**src/rtl/branch_predictor.sv**
```systemverilog
// rtl/branch_predictor.sv - bimodal/gshare saturating-counter branch predictor
module branch_predictor #(
    parameter int  ENTRIES  = 16,
    parameter int  CNT_BITS = 2,
    parameter int  INIT_CNT = 2 ** (CNT_BITS - 1),
    parameter int  MODE     = 0,
    parameter int  GHR_W    = $clog2(ENTRIES),
    localparam int IDX_W    = $clog2(ENTRIES)
) (
    input  logic             clk_i,
    input  logic             rst_i,
    input  logic [31:0]      pred_pc_i,
    output logic             pred_taken_o,
    output logic [IDX_W-1:0] pred_idx_o,
    input  logic             upd_valid_i,
    input  logic [IDX_W-1:0] upd_idx_i,
    input  logic             upd_taken_i,
    input  logic             upd_pred_i,
    output logic             mispredict_o,
    output logic [GHR_W-1:0] ghr_o,
    output logic [31:0]      stat_branches_o,
    output logic [31:0]      stat_mispred_o
);

    localparam logic [CNT_BITS-1:0] CNT_MAX  = '1;
    localparam logic [CNT_BITS-1:0] CNT_INIT = CNT_BITS'(INIT_CNT);
    localparam logic [31:0]         STAT_MAX = '1;

    logic [CNT_BITS-1:0] cnt_q [ENTRIES];
    logic [CNT_BITS-1:0] upd_cnt;
    logic [CNT_BITS-1:0] upd_cnt_next;
    logic [GHR_W-1:0]    ghr_q;
    logic [IDX_W-1:0]    pred_idx;
    logic [31:0]         branches_q;
    logic [31:0]         mispred_q;
    logic                unused_pc_bits;

    assign unused_pc_bits = ^{pred_pc_i[31:IDX_W+2], pred_pc_i[1:0]};

    // ghr_q is held at zero in bimodal mode, so the XOR degenerates to PC indexing
    assign pred_idx     = pred_pc_i[IDX_W+1:2] ^ IDX_W'(ghr_q);
    assign pred_idx_o   = pred_idx;
    assign pred_taken_o = cnt_q[pred_idx][CNT_BITS-1];
    assign mispredict_o = upd_valid_i & (upd_taken_i != upd_pred_i);
    assign ghr_o        = ghr_q;

    assign upd_cnt = cnt_q[upd_idx_i];

    always_comb begin
        upd_cnt_next = upd_cnt;
        if (upd_taken_i) begin
            if (upd_cnt != CNT_MAX) upd_cnt_next = upd_cnt + 1'b1;
        end else begin
            if (upd_cnt != '0) upd_cnt_next = upd_cnt - 1'b1;
        end
    end

    always_ff @(posedge clk_i) begin
        if (rst_i) begin
            for (int i = 0; i < ENTRIES; i++) cnt_q[i] <= CNT_INIT;
        end else if (upd_valid_i) begin
            cnt_q[upd_idx_i] <= upd_cnt_next;
        end
    end

    generate
        if (MODE == 1) begin : g_gshare
            if (GHR_W == 1) begin : g_ghr1
                always_ff @(posedge clk_i) begin
                    if (rst_i)            ghr_q <= '0;
                    else if (upd_valid_i) ghr_q <= upd_taken_i;
                end
            end else begin : g_ghrn
                always_ff @(posedge clk_i) begin
                    if (rst_i)            ghr_q <= '0;
                    else if (upd_valid_i) ghr_q <= {ghr_q[GHR_W-2:0], upd_taken_i};
                end
            end
        end else begin : g_bimodal
            assign ghr_q = '0;
        end
    endgenerate

    always_ff @(posedge clk_i) begin
        if (rst_i) begin
            branches_q <= '0;
            mispred_q  <= '0;
        end else begin
            if (upd_valid_i && branches_q != STAT_MAX) branches_q <= branches_q + 32'd1;
            if (mispredict_o && mispred_q != STAT_MAX) mispred_q <= mispred_q + 32'd1;
        end
    end

    assign stat_branches_o = branches_q;
    assign stat_mispred_o  = mispred_q;

endmodule

```
**config.mk**
```make
export PLATFORM = sky130hd
export DESIGN_NAME = branch_predictor
export DESIGN_NICKNAME = d
export VERILOG_FILES = /design/src/rtl/branch_predictor.sv
export SDC_FILE = /design/constraint.sdc
export NUM_CORES = 1
export LEC_CHECK = 0
export ABC_CLOCK_PERIOD_IN_PS = 8000
export CAP_MARGIN = 30
export CORE_MARGIN = 4
export CORE_UTILIZATION = 30
export CTS_CLUSTER_SIZE = 20
export DETAILED_ROUTE_END_ITERATION = 8
export GPL_ROUTABILITY_DRIVEN = 0
export SLEW_MARGIN = 20
export SYNTH_ARGS = -nofsm -noshare
export SYNTH_HDL_FRONTEND = slang
export SYNTH_SLANG_ARGS = --single-unit
```
**constraint.sdc**
```tcl
create_clock -name clk_i -period 8 [get_ports clk_i]
set_input_delay 2 -clock clk_i [delete_from_list [all_inputs] [get_ports clk_i]]
set_output_delay 2 -clock clk_i [all_outputs]
set_load 0.05 [all_outputs]
```
==> summary.md <==
| Metric | Value |
|---|---|
| Run status | finished clean |
| Dpl cells | 819 |
| Yosys reg bits | 96 |
| Final std cells w/o fill | 835 |
| Clk_lat worst skew | 0.34 ns |
| Min cycle time layout | 6.38 ns |
| TritonCTS clock tree | done |
| Net Sw Frac | 0.229 |
| HPWL Detailed | 9390 µm |
| # diodes | 0 |
| Pre-CTS setup slack | 1.58 ns |
| Post-DR vias/cell | 5.22 |
| Hold path depth | 2 |
| Die height | 138 µm |
| Post-CTS setup buffer count | 0 |
| CTS resizes | 0 |
| Core Footprint | 16500 µm² |
| Post-Syn Area per Cell | 9.29 µm² |
| Post-DP Area | 6020 µm² |
| Clock share of power | 0.449 |
| Row count | 47 |
| WL final | 13000 µm |
| Max frequency | 157 MHz |
| Critical-path top delay cell | clkdlybuf4s50_1 |
| Comb power frac | 0.080 |
| Total congestion overflow | 0 |
| Synth-to-Final Area Change | 26.0% |
| Pint | 839 µW |
| Hold slack | 0.508 ns |
| Relative slew margins | 0.413 |
| Clock Skew | 0.00643 ns |
| Most frequent cells in the layout | clkdlybuf4s50_1 (81), dfxtp_1 (64), nor2_1 (59) |
| Ys async rst share | 0 |
| Final Max Tran Viols | 0 |
| PD cells | 171 nW/µm² |
| Unrepaired setup endpoints after global routing | false |
| Actual slew at the worst max-slew pin | 0.874 ns |
| Final Cycle Share | 0.798 |
| Critical Path AT | 4.38 ns |
| Initial antenna violation count | 0 |
| Most common cell after layout, fill and taps aside | clkdlybuf4s50_1 |
| Pwr Total | 1.09 mW |
| Fin nets | 653 |
| Startpoint type of the worst setup path | input port |
| Sequential share of power | 0.471 |
| Worst path max stage delay | 0.71 ns |
| Tot GR Track Use | 0.141 |
| Final setup viols | 0 |
| Die X | 138 µm |
| First DRT Iteration DRCs | 295 |
| EDFF count, synth | 32 |
| # clock sinks | 96 |
| CP max FO | 5 |
| Worst VDD drop | 96.6 µV |
| Final instance area | 6370 µm² |
| Port-buffer cells | 82 |
| Crit. End Element | output port |
| Initial Utilization | 0.306 |
| Leak | 1.94 nW |
| Antenna Nets Post-Route | 0 |
| CTS max path bufs | 2 |
| Global-route wire length before repair | 21500 µm |
| Seq/Total Area, Yosys | 0.444 |
| Setup CP Type | input port to output port |
| Dominant synthesized flop cell | dfxtp_1 |
| Full die area | 19000 µm² |
| Largest net degree at the start of global routing | 74 |
| Via count | 4359 |
| Routed length per instance | 15.6 µm |
| Fraction of layout cells with a size suffix above 1 | 0.0976 |
| WP data required | 6.00 ns |
| Maxcap violations | 0 |
| WP depth | 4 |
| Synth Instances | 544 |
| WP buf/inv | 2 |
| Post-layout util | 0.385 |
| H-tree depth | 3 |
| Setup TNS | 0 ns |
| Root Buffer | clkbuf_16 |
| Psw | 250 µW |
| Final Hold Vio Count | 0 |
| Residual DRC | 0 |
| Worst Reg-to-Reg Cells | 6 |
| Worst min path class | register to register |
| I/O pins | 115 |
| Hold-fix buffers at CTS | 0 |
| Final worst slack | 1.62 ns |
| Number of distinct library cells after synthesis | 49 |
| TritonCTS Buffers | 9 |
| YS warnings | 0 |
| CP top delay family | buffers and inverters |
| Post-Syn Area | 5050 µm² |
| Clock-pin transition on the worst setup and hold timing paths | 0.07 ns |
| Crit path cell chain | clkdlybuf4s50_1 -> mux4_2 -> mux4_2 -> clkdlybuf4s50_1 |
| Vias in the first global route | 4209 |
| Drt first pass iters | 4 |
-- registers in the layout, summed over array words and instances (netlist names) --
name	count
cnt_q	32
stat_branches_o	32
stat_mispred_o	32
-- kinds of logic after synthesis --
| family | Yosys count | share of synthesized area |
|---|---|---|
| AND/OR/NAND/NOR | 272 | 0.288 |
| flip-flops | 96 | 0.444 |
| AO/OA/AOI/OAI | 85 | 0.103 |
| buffers and inverters | 42 | 0.0384 |
| multiplexers | 26 | 0.0864 |
| XOR/XNOR | 18 | 0.0312 |
| adder cells (fa/ha/maj) | 4 | 0.00891 |
| other | 1 | 0.000742 |
-- layout make-up --
cell class,count,area [µm²]
Multi-Input combinational cell,409,2640
Clock inverter,4,73.8
Timing Repair Buffer,85,838
Fill cell,1608,10200
Tap cell,220,275
Clock buffer,12,268
Sequential cell,96,2240
Inverter,9,33.8
-- synthesized netlist by cell type, types with 2 or more instances --
cell	number	area share
dfxtp_1	64	0.25
nor2_1	59	0.044
nand2_1	44	0.033
a21oi_1	36	0.036
nand3_1	33	0.033
edfxtp_1	32	0.19
nand4_1	25	0.031
o21ai_0	21	0.021
or3_1	20	0.025
clkbuf_1	18	0.013
nand2b_1	16	0.020
xnor2_1	15	0.026
nor2b_1	14	0.017
mux4_2	13	0.058
nor3_1	13	0.013
mux2_2	11	0.025
a211oi_1	10	0.015
and4_1	10	0.017
inv_1	9	0.0067
buf_4	8	0.012
or4_1	8	0.012
o31ai_1	7	0.010
nor4_1	5	0.0062
or2_2	5	0.0062
a31o_2	4	0.0069
and3_1	4	0.0050
buf_2	4	0.0040
and2_1	3	0.0037
nor3b_1	3	0.0045
xor2_1	3	0.0052
a2111o_1	2	0.0045
a31oi_1	2	0.0025
buf_1	2	0.0015
ha_1	2	0.0050
maj3_1	2	0.0040
mux2i_1	2	0.0040
nand3_2	2	0.0040
or2b_1	2	0.0030
-- path summary, 6_finish.rpt --
| kind | from | to | slack [ns] |
|---|---|---|---|
| hold / removal | stat_mispred_o[23] | stat_mispred_o[23] | 0.51 |
| setup / recovery | pred_pc_i[2] | pred_taken_o | 1.62 |
| setup reg to reg | stat_branches_o[0] | stat_branches_o[30] | 5.44 |
| hold reg to reg | stat_mispred_o[23] | stat_mispred_o[23] | 0.51 |
-- power by group through the flow --
stage               Combinational, mW  Clock [mW]  Sequential (mW)
floorplan                      0.0577           0            0.529
global placement               0.0860           0            0.524
detailed placement             0.0875           0            0.524
CTS                            0.0877       0.503            0.513
global route                   0.0954       0.522            0.513
finish                         0.0869       0.489            0.513
-- worst register-to-register path: stages, from the launching register on --
cell,delay [ns]
dfxtp_1,0.41
ha_1,0.27
and4_2,0.26
nand3_1,0.24
nor4_1,0.79
nand3_1,0.18
mux2_2,0.30
-- routing by layer --
| metal | track usage | part of all wire | up-vias | routed length [µm] |
|---|---|---|---|---|
| met1 | 0.173 | 0.43 | 2098 | 5640 |
| met5 | 0 | 0 | - | 0 |
| met2 | 0.239 | 0.50 | 105 | 6460 |
| li1 | - | - | 2140 | - |
| met4 | 0.0450 | 0.016 | 0 | 213 |
| met3 | 0.0402 | 0.052 | 16 | 678 |
(Power assumes the default switching activity.)
